<file path="src/rtl/mac_pipeline_if.sv">
// Sample/result bundle for mac_pipeline: operands and controls towards the MAC,
// result, valid and saturation flag back from it.
interface mac_pipeline_if #(
   parameter int WIDTH     = 8,
   parameter int OUT_WIDTH = 20
);
   logic                 in_valid;
   logic                 mode;
   logic                 clr_acc;
   logic [WIDTH-1:0]     a;
   logic [WIDTH-1:0]     b;
   logic [WIDTH-1:0]     c;
   logic                 out_valid;
   logic [OUT_WIDTH-1:0] data_out;
   logic                 ovf;

   modport master (
      output in_valid, mode, clr_acc, a, b, c,
      input  out_valid, data_out, ovf
   );

   modport slave (
      input  in_valid, mode, clr_acc, a, b, c,
      output out_valid, data_out, ovf
   );
endinterface

</file>
<file path="src/rtl/mac_pipeline.sv">
// Two-stage A*B+C unit with optional saturating running accumulate,
// selectable signed/unsigned arithmetic, one sample per clock.
module mac_pipeline #(
   parameter int WIDTH     = 8,
   parameter int OUT_WIDTH = 20,
   parameter int SIGNED    = 0
) (
   input  logic          clk,
   input  logic          rst,
   mac_pipeline_if.slave bus
);

   localparam int PW   = 2 * WIDTH;
   localparam int SW   = OUT_WIDTH + 2;
   localparam bit FILL = (SIGNED != 0);

   generate
      if (OUT_WIDTH < 2 * WIDTH + 1) begin : g_width_check
         $error("mac_pipeline: OUT_WIDTH must be at least 2*WIDTH+1");
      end
   endgenerate

   // Operands are extended to full product width first, so one unsigned
   // multiplier yields the correct low 2*WIDTH bits for either signedness.
   logic [PW-1:0]        a_x;
   logic [PW-1:0]        b_x;
   logic [PW-1:0]        prod;
   logic [OUT_WIDTH-1:0] c_x;

   assign a_x  = {{WIDTH{FILL & bus.a[WIDTH-1]}}, bus.a};
   assign b_x  = {{WIDTH{FILL & bus.b[WIDTH-1]}}, bus.b};
   assign prod = a_x * b_x;
   assign c_x  = {{(OUT_WIDTH-WIDTH){FILL & bus.c[WIDTH-1]}}, bus.c};

   logic                 valid_s1;
   logic                 mode_s1;
   logic                 clr_s1;
   logic [PW-1:0]        p_s1;
   logic [OUT_WIDTH-1:0] c_s1;

   // NOTE: registers use non-blocking assignments so every stage samples the
   // pre-edge value of the one before it, independent of statement order.
   always_ff @(posedge clk) begin
      if (rst) begin
         valid_s1 <= 1'b0;
         mode_s1  <= 1'b0;
         clr_s1   <= 1'b0;
         p_s1     <= '0;
         c_s1     <= '0;
      end else begin
         valid_s1 <= bus.in_valid;
         mode_s1  <= bus.mode;
         clr_s1   <= bus.clr_acc;
         p_s1     <= prod;
         c_s1     <= c_x;
      end
   end

   logic [OUT_WIDTH-1:0] acc;
   logic [SW-1:0]        acc_x;
   logic [SW-1:0]        p_x;
   logic [SW-1:0]        c_sx;
   logic [SW-1:0]        base;
   logic [SW-1:0]        sum;
   logic [OUT_WIDTH-1:0] result;
   logic                 sat;

   assign acc_x = {{2{FILL & acc[OUT_WIDTH-1]}}, acc};
   assign p_x   = {{(SW-PW){FILL & p_s1[PW-1]}}, p_s1};
   assign c_sx  = {{2{FILL & c_s1[OUT_WIDTH-1]}}, c_s1};

   // Two guard bits hold any ACC+P+C exactly, so range checks are simple
   // tests on the bits above the result width.
   // NOTE: every always_comb output gets a default first, so no path can
   // leave a value unassigned and infer a latch.
   always_comb begin
      base   = (mode_s1 && !clr_s1) ? acc_x : '0;
      sum    = base + p_x + c_sx;
      result = sum[OUT_WIDTH-1:0];
      sat    = 1'b0;
      if (mode_s1) begin
         if (FILL) begin
            if (sum[SW-1:OUT_WIDTH-1] != {3{sum[SW-1]}}) begin
               sat    = 1'b1;
               result = {sum[SW-1], {(OUT_WIDTH-1){~sum[SW-1]}}};
            end
         end else if (sum[SW-1:OUT_WIDTH] != 2'b00) begin
            sat    = 1'b1;
            result = '1;
         end
      end
   end

   always_ff @(posedge clk) begin
      if (rst) begin
         bus.out_valid <= 1'b0;
         bus.data_out  <= '0;
         bus.ovf       <= 1'b0;
         acc           <= '0;
      end else begin
         bus.out_valid <= valid_s1;
         if (valid_s1) begin
            bus.data_out <= result;
            bus.ovf      <= sat;
            if (mode_s1) begin
               acc <= result;
            end
         end
      end
   end

endmodule

</file>
<file path="src/flat_wrapper.sv">
// flat-port wrapper written by rule: the top's interface ports become plain ports
module mac_pipeline_flat 
#(
   parameter int WIDTH     = 8,
   parameter int OUT_WIDTH = 20,
   parameter int SIGNED    = 0
)
  (clk, rst, bus_in_valid, bus_mode, bus_clr_acc, bus_a, bus_b, bus_c, bus_out_valid, bus_data_out, bus_ovf);
  mac_pipeline_if #(.WIDTH(WIDTH), .OUT_WIDTH(OUT_WIDTH)) bus_i ();
  input  logic clk;
  input  logic rst;
  input wire logic [$bits(bus_i.in_valid)-1:0] bus_in_valid;
  input wire logic [$bits(bus_i.mode)-1:0] bus_mode;
  input wire logic [$bits(bus_i.clr_acc)-1:0] bus_clr_acc;
  input wire logic [$bits(bus_i.a)-1:0] bus_a;
  input wire logic [$bits(bus_i.b)-1:0] bus_b;
  input wire logic [$bits(bus_i.c)-1:0] bus_c;
  output wire logic [$bits(bus_i.out_valid)-1:0] bus_out_valid;
  output wire logic [$bits(bus_i.data_out)-1:0] bus_data_out;
  output wire logic [$bits(bus_i.ovf)-1:0] bus_ovf;
  assign bus_i.in_valid = bus_in_valid;
  assign bus_i.mode = bus_mode;
  assign bus_i.clr_acc = bus_clr_acc;
  assign bus_i.a = bus_a;
  assign bus_i.b = bus_b;
  assign bus_i.c = bus_c;
  assign bus_out_valid = bus_i.out_valid;
  assign bus_data_out = bus_i.data_out;
  assign bus_ovf = bus_i.ovf;
  mac_pipeline #(.WIDTH(WIDTH), .OUT_WIDTH(OUT_WIDTH), .SIGNED(SIGNED)) u_core (.clk(clk), .rst(rst), .bus(bus_i));
endmodule
</file>
<file path="config.mk">
export PLATFORM = sky130hd
export DESIGN_NAME = mac_pipeline_flat
export DESIGN_NICKNAME = d
export VERILOG_FILES = /design/src/rtl/mac_pipeline_if.sv /design/src/rtl/mac_pipeline.sv /design/src/flat_wrapper.sv
export SDC_FILE = /design/constraint.sdc
export NUM_CORES = 1
export LEC_CHECK = 0
export BUFFER_PORTS_ARGS = -buffer_cell sky130_fd_sc_hd__buf_2
export CORE_MARGIN = 2
export CORE_UTILIZATION = 53
export DETAILED_ROUTE_END_ITERATION = 16
export PLACE_DENSITY = 0.72
export REMOVE_ABC_BUFFERS = 1
export SLEW_MARGIN = 10
export SYNTH_ARGS = -nofsm -noshare
export SYNTH_HDL_FRONTEND = slang
export SYNTH_SLANG_ARGS = --single-unit
</file>
<file path="constraint.sdc">
create_clock -name clk -period 4.3 [get_ports clk]
set_input_delay 0.215 -clock clk [delete_from_list [all_inputs] [get_ports clk]]
set_output_delay 0.215 -clock clk [all_outputs]
set_load 0.01 [all_outputs]
</file>
# Word-level counts from Yosys, hierarchy flattened

Index checks and enable logic that the tools add are counted.
W data, S select, Z words.

$add $sub $neg: 2
Multiplexer cells: 5
Multipliers: 1
Reductions and logical operators: 4

Operator list:

| operator            | number |
|---|---|
| $mux W20            | 3 |
| $add A22 B16 Y22    | 1 |
| $add A22 B20 Y22    | 1 |
| $mul A8 B8 Y16      | 1 |
| $mux W1             | 2 |
| $reduce_and A2 Y1   | 1 |
| $reduce_bool A2 Y1  | 1 |
| $logic_and A1 B1 Y1 | 1 |
| $logic_not A1 Y1    | 1 |

Register bits after elaboration: 81
Input bits: 29
Word-level logic and storage cells: 22
Output and inout port bits: 22

# Depth between registers and ports, before layout

Word-level depth: 8
Depth in mapped cells: 16
Mapped depth without buffers: 16

# Worst setup path after synthesis

Ideal clock, no wire load.

Path kind: input-to-reg
Start point: input bus_a[1]
End point: register u_core.p_s1[15]
Arrival: 3.860 ns
Data required time: 4.179 ns
Cell stages on the path: 13
Slack: 0.319 ns
Setup time: 0.121 ns
Path buffers: 0
Cells stage by stage: and2_1 fa_1 fa_1 inv_1 fa_1 fa_1 inv_1 ha_1 o21ai_0 a21boi_0 o31a_1 o31ai_1 mux2_2

Word-level cells in the longest chain between the ends: 1

Ends and longest elaborated chain:

| what                   | line               | text |
|---|---|---|
| start: declaration     | flat_wrapper.sv:15 | `input wire logic [$bits(bus_i.a)-1:0] bus_a;` |
| $mul A8 B8 Y16         | mac_pipeline.sv:32 | `assign prod = a_x * b_x;` |
| end signal: assignment | mac_pipeline.sv:54 | `p_s1 <= prod;` |
| end: declaration       | mac_pipeline.sv:38 | `logic [PW-1:0] p_s1;` |

Every way passes these cells.
A chain may end at the register's enable or synchronous reset.

# Worst setup path after layout

Start point: input bus_b[6]
End point: register u_core.p_s1[14]

Word-level cells in the longest chain between the ends: 1

Ends and longest elaborated chain:

| what               | line               | text |
|---|---|---|
| start: declaration | flat_wrapper.sv:16 | `input wire logic [$bits(bus_i.b)-1:0] bus_b;` |
| $mul A8 B8 Y16     | mac_pipeline.sv:32 |  |

Every way passes these cells.

==> results.json <==
{
  "peakVddDrop_mv": 0.183,
  "grt_pass1_vias": 4442,
  "cts.htree.levels": 3,
  "fin_nets": 814,
  "synth.area.top_cells": "dfxtp_1 25%, fa_1 16%, ha_1 13%",
  "drive_gt1_share_pct": 12.6,
  "gp_congestion": 0.864,
  "post_drt_wl_per_cell_um": 14.1,
  "vias_per_cell": 5.42,
  "synthArstFlopShare_pct": 0,
  "grt_antenna_before_repair": 0,
  "ys_warn_count": 0,
  "p_sw_mw": 0.895,
  "tns_ps": 0,
  "rsz0062_at_grt": "no",
  "clkSlewWorstSetupHoldPaths_ps": 70,
  "met2_usage_pct": 37.5,
  "cts_made_buffers": 9,
  "pwr-share-seq_pct": 31.4,
  "cts_sinks": 69,
  "grt_usage_pct": 21.5,
  "setup_ws_ps": 352,
  "fillers": 927,
  "rows": 37,
  "yosysUniqueCellTypes": 53,
  "comb_power_share_pct": 46.6,
  "place_ws_ps": -17.2,
  "insertion_delay_ps": 350,
  "ctsResizeCount": 0,
  "fin_crit_sh_pct": 91.8,
  "max_slew_margin_pct": 51.0,
  "instances_no_fill": 821,
  "period_needed_ps": 3950,
  "max_freq_mhz": 253,
  "clockRootBuffer": "clkbuf_8",
  "ys_seq_area_share_pct": 24.6,
  "p_per_area_nw_per_um2": 382,
  "fin_skew_ps": 8.13,
  "core_um2": 10300,
  "place_inst": 805,
  "crit_path_frequent_cell": "fa_1",
  "grt_pass1_wl_mm": 19.8,
  "vias": 4449,
  "p_int_mw": 1.48,
  "postLayoutCoreUtil_pct": 60.3,
  "arrival_ps": 4190,
  "hold_viol": 0,
  "cpPeakStageDelay_ps": 550,
  "holdWs_ps": 72.2,
  "synth_edf_count": 0,
  "syn_inst": 632,
  "ys.flop_type": "dfxtp_1",
  "ios": 51,
  "cpMaxStageDelayCell": "fa_1",
  "p_leak_nw": 2.95,
  "dp_hpwl_mm": 8.98,
  "grt_max_degree": 42,
  "timing.critical_path.buf_inv": 4,
  "drtIter0Drc": 188,
  "cts_hold_buffers": 0,
  "firstDrtPassIters": 4,
  "crit_fanout": 8,
  "finalSetupViolCount": 0,
  "clockBufferDepth": 2,
  "yosysTopAreaCellShare_pct": 24.6,
  "top_usage_layer": "met2",
  "critPathLaunchType": "input port",
  "cp-end-kind": "register",
  "yosysTopAreaCell": "dfxtp_1",
  "worstMarginPinSlew_ps": 734,
  "cts_setup_buffers": 0,
  "drc": 0,
  "path_cells": "buf_2, nand2_1, fa_1, fa_1, inv_1, fa_1, inv_1, fa_1, inv_1, ha_1, o21a_1, a21oi_1, a21oi_1, a311oi_1, mux2_2",
  "synth_seq_cells": 69,
  "syn_to_final_growth_pct": 10.8,
  "syn_area_um2": 5620,
  "crit_required_ps": 4540,
  "dieArea_um2": 11400,
  "mostFrequentLayoutCells": "71 x and2_1, 71 x nor2_1, 69 x dfxtp_1",
  "pwr-share-clk_pct": 22.0,
  "status": "completed",
  "diodes": 0,
  "crit_family": "adder cells",
  "slew_violations": 0,
  "overflow": 0,
  "start_util_pct": 54.4,
  "p_sw_share_pct": 37.6,
  "postRouteAntennaNets": 0,
  "grt_use_met3_pct": 2.31,
  "met1_usage_pct": 26.8,
  "cts_tree": "done",
  "io_buffers": 50,
  "path_class": "in -> reg",
  "drv_cap": 0,
  "drt-total-wl_mm": 11.6,
  "synth_area_per_cell_um2": 8.89,
  "hp-class": "in -> reg",
  "die_w_um": 107,
  "dieHeight_um": 107
}
==> per-stage QoR <==
step / area (um^2) / power (mW)
detailed placement: 6030 / 1.87
global placement: 6030 / 1.84
finish: 6220 / 2.38
CTS: 6220 / 2.40
floorplan: 5520 / 1.61
global route: 6220 / 2.60
==> layout make-up <==
type	instances	area, um^2	share of cell area [%]
multi-input combinational	478	3910	62.9
sequential	69	1380	22.2
timing repair buffer	62	340	5.47
inverter	60	225	3.62
tap	136	170	2.73
clock buffer	12	145	2.33
clock inverter	4	47.5	0.764
==> power groups by stage <==
stage,Clock [mW],Combinational [mW],Sequential [mW]
final,0.523,1.11,0.747
after global routing,0.567,1.28,0.754
after CTS,0.536,1.12,0.748
after detailed placement,0,1.11,0.762
after global placement,0,1.08,0.760
after floorplan,0,0.844,0.763
==> path summary, 6_finish.rpt <==
path	end	slack (ps)	depth (start not counted)	startpoint
worst max-delay path	u_core.p_s1[14]	350	15	bus_b[6]
worst min-delay path	u_core.c_s1[5]	70	2	bus_c[5]
worst max register to register	u_core.bus.data_out[5]	470	12	u_core.mode_s1
worst min register to register	u_core.bus.data_out[15]	480	2	u_core.bus.data_out[15]
==> state kept, by name, summed over array words and instances (netlist names) <==
name,count
u_core.valid_s1,1
u_core.c_s1,8
u_core.bus.data_out,20
u_core.p_s1,16
u_core.acc,20
u_core.clr_s1,1
u_core.bus.ovf,1
u_core.mode_s1,1
u_core.bus.out_valid,1
==> cells by family after synthesis <==
family | Yosys count | synth area share [%]
mux | 7 | 1.36
flops | 69 | 24.6
xor+xnor | 16 | 2.49
fa+ha+maj | 105 | 29.4
buf+inv | 85 | 5.77
compound gates | 113 | 14.8
simple gates | 237 | 21.6
==> Yosys cell counts (2+ instances only) <==
cell	n
clkbuf_1	23
fa_1	45
a211o_1	2
o21bai_1	4
or3_1	2
mux2i_1	2
a31oi_1	2
a311oi_1	9
o211ai_1	3
o21a_1	3
mux2_2	5
nand4_1	6
nor2_1	71
o2111ai_1	3
a41oi_1	2
nand2_1	31
dfxtp_1	69
ha_1	60
and2_1	71
nand2b_1	2
o21ai_0	12
nor2b_1	28
nand3b_1	2
a21oi_1	18
o31ai_1	2
nor3_1	7
a21o_1	6
inv_1	60
xor2_1	5
a2111oi_0	2
and3_1	5
a211oi_1	31
o22ai_1	2
xnor2_1	11
nand3_1	8
==> routing by layer <==
metal,share of wire (%),vias up
met5,0,-
met2,49,96
met3,3.6,17
met4,2.0,0
li1,-,2237
met1,46,2099
Note: power is estimated with default switching activity, not from simulation.
